--- src/rtl/morse_pkg.sv ---
// ---------------------------------------------------------------------------
// morse_pkg
//   Definitions shared by the Morse transmitter and receiver: element
//   encoding, default timing values, the decoder FSM state type and the
//   A..Z letter table.
//   Table entries are {len[2:0], pat[3:0]}. The pattern is right-justified:
//   the first element sits in bit len-1 and the last element in bit 0.
//   Unused upper pattern bits are zero.
// ---------------------------------------------------------------------------
package morse_pkg;

    localparam logic DOT  = 1'b0;
    localparam logic DASH = 1'b1;

    localparam int unsigned DOT_MIN_DEF  = 50;
    localparam int unsigned DASH_MIN_DEF = 150;
    localparam int unsigned DASH_MAX_DEF = 300;
    localparam int unsigned CHAR_GAP_DEF = 300;

    localparam int unsigned LETTER_COUNT = 26;

    typedef enum logic [2:0] {
        ST_IDLE,
        ST_MARK,
        ST_SPACE,
        ST_EMIT,
        ST_ERR,
        ST_RESYNC
    } morse_state_e;

    // Index i of this table is the letter index (A=0 ... Z=25).
    localparam logic [6:0] MORSE_TABLE [LETTER_COUNT] = '{
        {3'd2, 4'b0001},  // A .-
        {3'd4, 4'b1000},  // B -...
        {3'd4, 4'b1010},  // C -.-.
        {3'd3, 4'b0100},  // D -..
        {3'd1, 4'b0000},  // E .
        {3'd4, 4'b0010},  // F ..-.
        {3'd3, 4'b0110},  // G --.
        {3'd4, 4'b0000},  // H ....
        {3'd2, 4'b0000},  // I ..
        {3'd4, 4'b0111},  // J .---
        {3'd3, 4'b0101},  // K -.-
        {3'd4, 4'b0100},  // L .-..
        {3'd2, 4'b0011},  // M --
        {3'd2, 4'b0010},  // N -.
        {3'd3, 4'b0111},  // O ---
        {3'd4, 4'b0110},  // P .--.
        {3'd4, 4'b1101},  // Q --.-
        {3'd3, 4'b0010},  // R .-.
        {3'd3, 4'b0000},  // S ...
        {3'd1, 4'b0001},  // T -
        {3'd3, 4'b0001},  // U ..-
        {3'd4, 4'b0001},  // V ...-
        {3'd3, 4'b0011},  // W .--
        {3'd4, 4'b1001},  // X -..-
        {3'd4, 4'b1011},  // Y -.--
        {3'd4, 4'b1100}   // Z --..
    };

    function automatic int unsigned max_u(input int unsigned a, input int unsigned b);
        return (a > b) ? a : b;
    endfunction

endpackage

--- src/rtl/morse_lut.sv ---
// ---------------------------------------------------------------------------
// morse_lut
//   Combinational reverse lookup from an element pattern to a letter index.
//   Ports:
//     len_i  [2:0]  number of elements collected (1..4)
//     pat_i  [3:0]  right-justified element pattern (dot=0, dash=1)
//     hit_o         pattern matches a letter
//     code_o [4:0]  letter index A=0 ... Z=25 (0 when hit_o is low)
// ---------------------------------------------------------------------------
module morse_lut
    import morse_pkg::*;
(
    input  logic [2:0] len_i,
    input  logic [3:0] pat_i,
    output logic       hit_o,
    output logic [4:0] code_o
);

    always_comb begin
        hit_o  = 1'b0;
        code_o = '0;
        for (int unsigned i = 0; i < LETTER_COUNT; i++) begin
            if ({len_i, pat_i} == MORSE_TABLE[i]) begin
                hit_o  = 1'b1;
                code_o = 5'(i);
            end
        end
    end

endmodule

--- src/rtl/morse_decoder.sv ---
// ---------------------------------------------------------------------------
// morse_decoder
//   Receive side of the Morse link. Measures mark/space lengths on a
//   synchronized serial line, builds an element pattern and emits the
//   decoded letter index with a single-cycle valid pulse, or a single-cycle
//   err pulse for malformed marks, overlong characters or unmapped patterns.
//   Ports:
//     clk    rising-edge clock
//     rst_n  asynchronous active-low reset
//     en     decoder enable; low returns to IDLE and drops the partial character
//     in     serial Morse line, asynchronous to clk
//     code   [4:0] letter index, updated together with valid, held otherwise
//     valid  one-cycle pulse, code carries a new letter
//     err    one-cycle pulse, decode error
// ---------------------------------------------------------------------------
module morse_decoder
    import morse_pkg::*;
#(
    parameter int unsigned DOT_MIN  = DOT_MIN_DEF,
    parameter int unsigned DASH_MIN = DASH_MIN_DEF,
    parameter int unsigned DASH_MAX = DASH_MAX_DEF,
    parameter int unsigned CHAR_GAP = CHAR_GAP_DEF
) (
    input  logic       clk,
    input  logic       rst_n,
    input  logic       en,
    input  logic       in,
    output logic [4:0] code,
    output logic       valid,
    output logic       err
);

    // Counter must hold DASH_MAX+1 (overlong detection) and CHAR_GAP.
    localparam int unsigned CNT_W = $clog2(max_u(DASH_MAX, CHAR_GAP) + 2);

    localparam logic [CNT_W-1:0] CNT_ONE    = CNT_W'(1);
    localparam logic [CNT_W-1:0] DOT_MIN_C  = CNT_W'(DOT_MIN);
    localparam logic [CNT_W-1:0] DASH_MIN_C = CNT_W'(DASH_MIN);
    localparam logic [CNT_W-1:0] DASH_MAX_C = CNT_W'(DASH_MAX);
    localparam logic [CNT_W-1:0] CHAR_GAP_C = CNT_W'(CHAR_GAP);

    // Synchronizer
    logic s_meta_q;
    logic s_in_q;

    // FSM and datapath
    morse_state_e     state_q, state_d;
    logic [CNT_W-1:0] cnt_q, cnt_d;
    logic [CNT_W-1:0] cnt_inc;
    logic [3:0]       pat_q, pat_d;
    logic [2:0]       len_q, len_d;

    // Registered outputs
    logic [4:0] code_q, code_d;
    logic       valid_q, valid_d;
    logic       err_q, err_d;

    // Lookup
    logic       lut_hit;
    logic [4:0] lut_code;

    morse_lut u_lut (
        .len_i  (len_q),
        .pat_i  (pat_q),
        .hit_o  (lut_hit),
        .code_o (lut_code)
    );

    always_ff @(posedge clk or negedge rst_n) begin
        if (!rst_n) begin
            s_meta_q <= 1'b0;
            s_in_q   <= 1'b0;
        end else begin
            s_meta_q <= in;
            s_in_q   <= s_meta_q;
        end
    end

    // State register (with the counter and pattern datapath)
    always_ff @(posedge clk or negedge rst_n) begin
        if (!rst_n) begin
            state_q <= ST_IDLE;
            cnt_q   <= '0;
            pat_q   <= '0;
            len_q   <= '0;
        end else begin
            state_q <= state_d;
            cnt_q   <= cnt_d;
            pat_q   <= pat_d;
            len_q   <= len_d;
        end
    end

    always_comb begin
        cnt_inc = (&cnt_q) ? cnt_q : cnt_q + 1'b1;
    end

    // Next-state logic
    always_comb begin
        state_d = state_q;
        cnt_d   = cnt_q;
        pat_d   = pat_q;
        len_d   = len_q;

        if (!en) begin
            state_d = ST_IDLE;
            cnt_d   = '0;
            pat_d   = '0;
            len_d   = '0;
        end else begin
            unique case (state_q)
                ST_IDLE: begin
                    if (s_in_q) begin
                        state_d = ST_MARK;
                        cnt_d   = CNT_ONE;
                    end
                end

                ST_MARK: begin
                    if (s_in_q) begin
                        cnt_d = cnt_inc;
                        if (cnt_inc > DASH_MAX_C) begin
                            state_d = ST_ERR;
                        end
                    end else if ((cnt_q < DOT_MIN_C) || (len_q == 3'd4)) begin
                        state_d = ST_ERR;
                    end else begin
                        pat_d   = {pat_q[2:0], (cnt_q >= DASH_MIN_C) ? DASH : DOT};
                        len_d   = len_q + 3'd1;
                        state_d = ST_SPACE;
                        cnt_d   = CNT_ONE;
                    end
                end

                ST_SPACE: begin
                    if (s_in_q) begin
                        state_d = ST_MARK;
                        cnt_d   = CNT_ONE;
                    end else begin
                        cnt_d = cnt_inc;
                        if (cnt_inc >= CHAR_GAP_C) begin
                            state_d = ST_EMIT;
                        end
                    end
                end

                // A mark that begins exactly as the gap expires is sampled
                // here; entering MARK directly keeps its first cycle counted
                // instead of losing it in a pass through IDLE.
                ST_EMIT: begin
                    pat_d = '0;
                    len_d = '0;
                    if (s_in_q) begin
                        state_d = ST_MARK;
                        cnt_d   = CNT_ONE;
                    end else begin
                        state_d = ST_IDLE;
                        cnt_d   = '0;
                    end
                end

                ST_ERR: begin
                    pat_d   = '0;
                    len_d   = '0;
                    cnt_d   = '0;
                    state_d = ST_RESYNC;
                end

                ST_RESYNC: begin
                    if (s_in_q) begin
                        cnt_d = '0;
                    end else if (cnt_inc >= CHAR_GAP_C) begin
                        state_d = ST_IDLE;
                        cnt_d   = '0;
                    end else begin
                        cnt_d = cnt_inc;
                    end
                end

                default: begin
                    state_d = ST_IDLE;
                    cnt_d   = '0;
                    pat_d   = '0;
                    len_d   = '0;
                end
            endcase
        end
    end

    // Output logic: decided from the current state, registered so the pulse
    // lands the cycle after EMIT/ERR.
    always_comb begin
        valid_d = en && (state_q == ST_EMIT) && lut_hit;
        err_d   = en && ((state_q == ST_ERR) || ((state_q == ST_EMIT) && !lut_hit));
        code_d  = valid_d ? lut_code : code_q;
    end

    always_ff @(posedge clk or negedge rst_n) begin
        if (!rst_n) begin
            code_q  <= '0;
            valid_q <= 1'b0;
            err_q   <= 1'b0;
        end else begin
            code_q  <= code_d;
            valid_q <= valid_d;
            err_q   <= err_d;
        end
    end

    assign code  = code_q;
    assign valid = valid_q;
    assign err   = err_q;

endmodule
--- config.mk ---
export PLATFORM = sky130hd
export DESIGN_NAME = morse_decoder
export DESIGN_NICKNAME = d
export VERILOG_FILES = /design/src/rtl/morse_pkg.sv /design/src/rtl/morse_lut.sv /design/src/rtl/morse_decoder.sv
export SDC_FILE = /design/constraint.sdc
export NUM_CORES = 1
export LEC_CHECK = 0
export CORE_MARGIN = 3
export CORE_UTILIZATION = 61
export CTS_CLUSTER_DIAMETER = 100
export DETAILED_ROUTE_END_ITERATION = 7
export PLACE_DENSITY = 0.82
export SLEW_MARGIN = 10
export SYNTH_ARGS = -nofsm -noshare
export SYNTH_HDL_FRONTEND = slang
export SYNTH_SLANG_ARGS = --single-unit
--- constraint.sdc ---
create_clock -name clk -period 2.8 [get_ports clk]
set_input_delay 0.56 -clock clk [delete_from_list [all_inputs] [get_ports clk]]
set_output_delay 0.56 -clock clk [all_outputs]
set_load 0.02 [all_outputs]
==> impl_metrics.yaml, run 1 <==
yosys:
  seq_area_frac_synth_pct: 30.9
  synth_edf_count: 0
  synth_top_cell_by_area: "dfrtp_1"
  async_reset_ff_share_pct: 100
  ys_ff_latch: 28
  syn_inst: 272
  synth_ff_type: "dfrtp_1"
  syn_nets: 282
  syn_avg_cell_area_sq_um: 8.34
  yosys_warnings: 0
  synth.top_cell.area_share_pct: 30.9
  synth.area.top_cells: "dfrtp_1 31%, o21ai_0 4.9%, a21oi_1 4.4%"
  ys_types: 66
  synthesis.area_sq_um: 2270
drt:
  drt_pass1_iterations: 4
  wl_met2_microns: 2360
  highest_layer: "met4"
  route.layer.met1.wl_microns: 2370
  wl_met3_microns: 359
  routed_via_density: 6.57
  post-route-drc-count: 0
  ant_nets: 0
  wl_microns: 5130
  wl_per_cell_microns: 16.1
  drtIter0Drc: 152
  via_count: 2090
critical_path:
  arrival_ps: 2590
  critPathSlowestCell: "a21oi_1"
  startpoint: "cnt_q[0]"
  critPathMaxFanout: 10
  r2r-start: "cnt_q[0]"
  worst_setup_path_start_kind: "flop"
  path_buf_inv: 0
  crit_type: "flop to flop"
  path_cells: "ha_1 -> and3_4 -> nand4_1 -> a21oi_1 -> a311oi_2 -> nor2_2 -> o21ai_0 -> o2bb2ai_1"
  cp_slowest_stage_delay_ps: 370
  crit_required_ps: 2940
  cp_top_family: "compound AO/OA/AOI/OAI gates"
  worstSetupEndpointType: "flop"
min_path:
  min_from: "s_meta_q"
  hold_class: "flop to flop"
final_layout:
  final_core_util_pct: 69.8
  fin_area_sq_um: 2420
  drive_gt1_share_pct: 12.9
  layout_common_cells: "28 x dfrtp_1, 25 x nand2_1, 22 x o21ai_0"
  fin_nets: 283
  area_growth_pct: 6.67
  mostFrequentLayoutCell: "dfrtp_1"
  diodes: 0
outcome:
  status: "completed"
clock_tree:
  clk_latency_ps: 270
  h-tree-depth: 1
  cts_sinks: 28
  cts_resized: 0
  clkSlewWorstSetupHoldPaths_ps: 90
  root_buffer: "clkbuf_8"
  cts_buffers: 3
  clockBufferDepth: 2
  cts_tree: "done"
  cts_hold_buf: 0
  cts_setup_buffers: 0
timing:
  slew_headroom_pct: 66.3
  hold_viol: 0
  setup_viol: 0
  fmaxAchievable_mhz: 408
  setup_slack_ps: 351
  drv_slew: 0
  skew_ps: 7.14
  rsz0062_at_grt: "no"
  setup-tns-final_ps: 0
  worst_slew_pin_slew_ps: 504
  min_period_over_period_pct: 87.5
  fin_crit_ps: 2450
grt:
  grt_max_degree: 29
  track_usage_pct: 25.3
  grt_pass1_wl_microns: 8710
  antenna_found_initial: 0
  grt_pass1_vias: 1869
  grt_overflow: 0
floorplan:
  die_h_microns: 67.0
  ios: 11
  start_util_pct: 65.4
  die_x_microns: 67.0
  die-area_sq_um: 4490
  core_sq_um: 3470
  rows: 21
pwr:
  ir_worst_vdd_mv: 0.363
  p_total_uw: 989
  powerDensity_nw_per_um2: 409
  p_leak_uw: 0.000921
placed_design:
  port_buffers: 10
  hpwlAfterDp_microns: 3830
  dpl_cell_area_sq_um: 2360
  dp_slack_ps: 263
  gp_congestion: 0.903
flow_run:
  max_cap_viol_count: 0
[sequential cells by signal, indices dropped and copies added (netlist names)]
signal / cells
code: 5
pat_q: 4
s_in_q: 1
valid: 1
err: 1
state_q: 3
s_meta_q: 1
len_q: 3
cnt_q: 9
[worst reg2reg max path: cells and delay by family (launching register included)]
family / cells / cell delay [ps]
AND/OR/NAND/NOR: 3 / 740
AO/OA/AOI/OAI: 4 / 890
flip-flops: 1 / 360
adder cells (fa/ha/maj): 1 / 340
[path summary, 6_finish.rpt]
path	end	slack [ps]	cells past startpoint
worst max-delay path	cnt_q[1]	350	8
worst min-delay path	s_in_q	360	0
worst max register to register	cnt_q[1]	350	8
worst min register to register	s_in_q	360	0
max in group asynchronous	cnt_q[1]	1890	2
min in group asynchronous	code[0]	640	2
[synthesized netlist by cell type, drive strengths merged (2+ instances only)]
cell and count:
dfrtp 28, nand2 25, o21ai 22, nor2 21, a21oi 20, buf 14
nor2b 12, nor3 11, clkbuf 9, nand3 9, a31oi 8, inv 8
ha 6, mux2 6, nand2b 6, a22o 5, nand4 5, o32ai 4
a211oi 3, and4 3, o211ai 3, o31ai 3, a311oi 2, a31o 2
and3 2, nand3b 2, o21a 2, o21bai 2, o22ai 2, o2bb2ai 2
o311ai 2
[stage by stage]
step,hold WS [ps],std cells
finish,356,318
global route,364,318
CTS,362,318
detailed placement,340,314
global placement,339,314
floorplan,264,272
[routing by layer]
metal  vias up  GRT usage [%]
met5         -              0
met4         0           4.56
met3        10           3.71
met2        74           39.6
met1       994           37.0
li1       1012              -
[area by class of cell]
class | count | area (sq um)
Inverter | 8 | 30.0
Clock buffer | 4 | 55.1
Tap cell | 46 | 57.6
Timing Repair Buffer | 19 | 168
Fill cell | 291 | 1050
Sequential cell | 28 | 701
Multi-Input combinational cell | 213 | 1410
[cell families (layout without fill, tap and decap cells)]
logic type      count (synthesis)  count (layout)  synth area share [%]
mux                             7               7                  3.42
simple gates                  104             104                  24.9
buf+inv                        31              31                  7.00
compound gates                 95              95                  30.1
xor+xnor                        1               1                 0.386
fa+ha+maj                       6               6                  3.31
flops                          28              28                  30.9
[power by group]
group | switching (uW) | internal (uW)
clock network | 119 | 126
logic | 152 | 113
registers | 53.5 | 427
total | 324 | 665
Power figures use the tool's default switching activity.
==> run 2, diff against run 1 <==
RECOVER_POWER = 50   (was unset)
SETUP_SLACK_MARGIN = 0.2   (was unset)
==> run 2 against run 1 <==
  * Clock skew fell by 1.3 ps
  * Count of clock-buffer cells in the layout did not move
  * Routed wire length rose by 0.86%
  * First-iteration DRC count rose by 19%
  * Sequential cell count did not move
  * Non-clock buffer count did not move
  * Core utilization rose by 0.18 points
  * Worst setup slack improved by 20 ps
  * Clock power barely moved
  * Hold slack barely moved
  * Die area did not move
  * Cell count did not move
  * Critical path type unchanged
  * Highest routed layer unchanged
==> impl_metrics.yaml, run 2 (synthesis results as in run 1) <==
outcome:
  status: "completed"
timing:
  worst_slew_pin_slew_ps: 1430
  min_period_over_period_pct: 86.8
  drv_slew: 0
  setup-tns-final_ps: 0
  fin_crit_ps: 2430
  fmaxAchievable_mhz: 412
  slew_headroom_pct: 4.35
  skew_ps: 5.86
  setup_viol: 0
  hold_viol: 0
  rsz0062_at_grt: "no"
grt:
  track_usage_pct: 25.3
  grt_overflow: 0
  use_met2_pct: 39.6
  grt-busiest-layer: "met2"
  met3_usage_pct: 3.71
  grt_pass1_vias: 1869
  antenna_found_initial: 0
  grt_pass1_wl_microns: 8710
  grt_max_degree: 29
  met1_usage_pct: 37.0
drt:
  drt_pass1_iterations: 5
  ant_nets: 0
  post-route-drc-count: 0
  wl_per_cell_microns: 16.3
  routed_via_density: 6.58
  wl_microns: 5180
  via_count: 2092
  drtIter0Drc: 181
min_path:
  hold_class: "flop to flop"
  hold_depth: 0
flow_run:
  max_cap_viol_count: 0
final_layout:
  area_growth_pct: 6.95
  multiInputGateArea_sq_um: 1420
  fin_nets: 283
  drive_gt1_share_pct: 13.6
  max_flop_register: "cnt_q"
  layout_common_cells: "28 x dfrtp_1, 25 x nand2_1, 22 x o21ai_0"
  final_core_util_pct: 69.9
  mostFrequentLayoutCell: "dfrtp_1"
  seqCellArea_sq_um: 701
  diodes: 0
  largest_register_ff_count: 9
  fillCellCount: 288
floorplan:
  rows: 21
  die_h_microns: 67.0
  die-area_sq_um: 4490
  die_x_microns: 67.0
  start_util_pct: 65.4
  ios: 11
  core_sq_um: 3470
critical_path:
  worst_setup_path_start_kind: "flop"
  reg2regPathDepth: 8
  crit_required_ps: 2950
  worstSetupEndpointType: "flop"
  critPathMaxFanout: 10
  crit_type: "flop to flop"
  arrival_ps: 2580
pwr:
  powerDensity_nw_per_um2: 406
  p_total_uw: 985
  intPower_uw: 663
  ir_worst_vdd_mv: 0.363
  p_clk_share_pct: 24.8
  power_frac_seq_pct: 48.7
  p_sw_share_pct: 32.7
  combPwrFrac_pct: 26.6
  p_leak_uw: 0.000921
  p_sw_uw: 322
clock_tree:
  clockBufferDepth: 2
  h-tree-depth: 1
  cts_tree: "done"
  cts_sinks: 28
  root_buffer: "clkbuf_8"
  clk_latency_ps: 270
  cts_buffers: 3
  clkSlewWorstSetupHoldPaths_ps: 90
placed_design:
  gp_congestion: 0.903
  port_buffers: 10
  hpwlAfterDp_microns: 3830
==> run 2: cell count changes in the layout (fill, tap and decap cells not counted) <==
cell | before | now
clkdlybuf4s50_1 | 10 | 7
dlygate4sd3_1 | 0 | 3
a21oi_1 | 20 | 19
a21oi_2 | 0 | 1
and2_1 | 1 | 0
and2_2 | 0 | 1
buf_4 | 9 | 8
clkbuf_1 | 0 | 1
nand3_1 | 9 | 8
nand3_2 | 0 | 1
==> run 2: worst paths after layout <==
check,start,to,slack (ps)
max,cnt_q[0],cnt_q[1],370
min,s_meta_q,s_in_q,360
max reg2reg,cnt_q[0],cnt_q[1],370
min reg2reg,s_meta_q,s_in_q,360
max in group asynchronous,rst_n,cnt_q[1],820
min in group asynchronous,rst_n,code[0],1140
==> run 2: per-stage QoR <==
stage	std cells	instance area [sq um]	setup WS [ps]	hold slack, ps
after floorplan	272	2270	542	264
after global placement	314	2360	363	339
after detailed placement	314	2360	263	340
after CTS	318	2420	386	362
after global routing	318	2430	245	364
final	318	2430	371	356
==> run 2: final cells by class <==
cell class	instances	share of cell area [%]
Clock buffer	4	2.27
Inverter	8	1.24
Multi-Input combinational cell	213	58.5
Sequential cell	28	28.9
Tap cell	46	2.37
Timing Repair Buffer	19	6.76
==> run 2: worst max-delay path, stage by stage, from the launching register on <==
cell and delay [ps]:
dfrtp_1 360, ha_1 350, and3_4 290, a311oi_2 120, a211oi_2 420, a311oi_2 90, nor2_2 350, o21ai_0 160
o2bb2ai_1 170
==> run 2: power by group through the flow <==
stage,clock network (uW),registers (uW),logic [uW]
2_1_floorplan,0,451,221
3_3_place_gp,0,484,260
3_5_place_dp,0,487,260
4_1_cts,253,479,263
5_1_grt,268,484,292
6_report,244,480,262
==> run 2: repair_timing <==
| item | 4_1_cts | 5_1_grt |
|---|---|---|
| endpoints found under the setup margin | 0 | 6 |
| resized for setup | 0 | 3 |
| hold endpoints to repair | 0 | 0 |
| setup buffers | 0 | 0 |
| hold buffers | 0 | 0 |
==> run 2: routing by layer <==
layer,part of all wire [%],wire [microns],vias to the layer above
li1,-,-,1008
met1,47,2440,1003
met2,46,2390,74
met3,6.0,312,7
met4,0.64,33,0
met5,0,0,-
==> run 3, diff against run 2 <==
==> constraint.sdc (replaced) <==
create_clock -name clk -period 2.8 [get_ports clk]
set_input_delay 0.42 -clock clk [delete_from_list [all_inputs] [get_ports clk]]
set_output_delay 0.42 -clock clk [all_outputs]
set_load 0.02 [all_outputs]
==> run 3 against run 2 <==
  * Clock power up 8.2%
  * Sequential cell count is the same
  * Combinational power about the same
  * Power rose by 1.6%
  * Sequential share of layout area about the same
  * Count of clock-buffer cells in the layout is the same
  * Sequential power shrank 0.8%
  * Core utilization fell by 0.072 points
  * Global-route usage is 0.37 points higher
  * Die area unchanged
  * Via count is 0.81% lower
  * Non-clock buffer count shrank 1
  * Largest power group unchanged
  * Highest routed layer unchanged
==> impl_metrics.yaml, run 3 (synthesis results as in run 1) <==
outcome:
  status: "completed"
timing:
  drv_slew: 0
  fmaxAchievable_mhz: 409
  setup_viol: 0
  setup-tns-final_ps: 0
  rsz0062_at_grt: "yes"
  skew_ps: 9.74
  fin_crit_ps: 2450
  hold_viol: 0
  worst_slew_pin_slew_ps: 1460
  min_period_over_period_pct: 87.4
  slew_headroom_pct: 2.58
placed_design:
  dpl_cell_area_sq_um: 2360
  post-place-cells: 313
  gp_congestion: 0.907
  hpwlAfterDp_microns: 3730
  port_buffers: 10
final_layout:
  area_growth_pct: 6.84
  max_flop_register: "cnt_q"
  mostFrequentLayoutCell: "dfrtp_1"
  largest_register_ff_count: 9
  drive_gt1_share_pct: 13.7
  fin_nets: 282
  diodes: 0
  stdcell_count: 317
  layout_common_cells: "28 x dfrtp_1, 25 x nand2_1, 22 x o21ai_0"
  final_core_util_pct: 69.9
  fin_area_sq_um: 2420
pwr:
  ir_worst_vdd_mv: 0.341
  p_leak_uw: 0.000922
  p_total_uw: 1000
  powerDensity_nw_per_um2: 413
clock_tree:
  clk_latency_ps: 290
  clkSlewWorstSetupHoldPaths_ps: 100
  root_buffer: "clkbuf_8"
  cts_tree: "done"
  cts_buffers: 3
  cts_hold_buf: 0
  h-tree-depth: 1
  clockBufferDepth: 2
  cts_sinks: 28
critical_path:
  worst_setup_path_start_kind: "flop"
  crit_type: "flop to flop"
  arrival_ps: 2620
  critPathMaxFanout: 10
  crit_required_ps: 2970
  worstSetupEndpointType: "flop"
grt:
  grt_pass1_vias: 1874
  grt_max_degree: 29
  grt_overflow: 0
  grt_pass1_wl_microns: 8860
  track_usage_pct: 25.6
  antenna_found_initial: 0
drt:
  via_count: 2075
  routed_via_density: 6.55
  wl_microns: 5150
  ant_nets: 0
  drt_pass1_iterations: 5
  drtIter0Drc: 235
  wl_per_cell_microns: 16.2
  post-route-drc-count: 0
floorplan:
  die-area_sq_um: 4490
  die_x_microns: 67.0
  die_h_microns: 67.0
  rows: 21
  ios: 11
  start_util_pct: 65.4
  core_sq_um: 3470
flow_run:
  max_cap_viol_count: 0
min_path:
  hold_class: "flop to flop"
-- run 3: changes by cell type in the layout (fill, tap and decap cells not counted) --
| cell | change |
|---|---|
| buf_4 | -1 |
| nor3_1 | -1 |
| nor3_2 | +1 |
-- run 3: final cells by class --
class,count,area [sq um]
clock buffer,4,55.1
inverter,8,30.0
tap,46,57.6
sequential,28,701
fill,306,1040
multi-input combinational,213,1420
timing repair buffer,18,156
-- run 3: final timing paths --
path                               start  endpoint  slack (ps)  cells past startpoint
worst max register to register  cnt_q[1]  cnt_q[1]         350                      8
worst min register to register  s_meta_q    s_in_q         370                      0
worst min-delay path            s_meta_q    s_in_q         370                      0
worst max-delay path            cnt_q[1]  cnt_q[1]         350                      8
min in group asynchronous          rst_n  cnt_q[7]        1000                      2
max in group asynchronous          rst_n  len_q[2]         940                      2
-- run 3: report_power, final --
| part | internal [uW] | switching, uW | leakage (uW) | total, uW |
|---|---|---|---|---|
| Sequential | 427 | 48.6 | 0.000382 | 476 |
| Combinational | 108 | 153 | 0.000511 | 261 |
| Clock | 127 | 138 | 0.0000288 | 264 |
| Total | 662 | 339 | 0.000922 | 1000 |
-- run 3: per-layer routing --
metal,vias to the layer above,global-route usage [%],share of wire (%)
li1,1012,-,-
met1,986,36.0,48
met2,70,40.1,45
met3,7,3.88,5.8
met4,0,8.35,1.4
met5,-,0,0
-- run 3: timing repair --
item | in CTS | in global routing
endpoints found under the setup margin | 0 | 7
endpoints found under the hold margin | 0 | 0
resized for setup | 0 | 4
setup buffers | 0 | 0
-- run 3: metrics by stage --
stage	hold slack [ps]	setup slack (ps)
final	371	353
after detailed placement	342	344
after floorplan	124	542
after global routing	383	184
after CTS	373	304
after global placement	338	434
-- run 3: worst max-delay path, cell delays in order (launching register included) --
cell	delay, ps
dfrtp_1	370
ha_1	360
and3_4	290
a311oi_2	110
a211oi_2	400
a311oi_2	90
nor2_2	360
o21ai_0	170
o2bb2ai_1	180
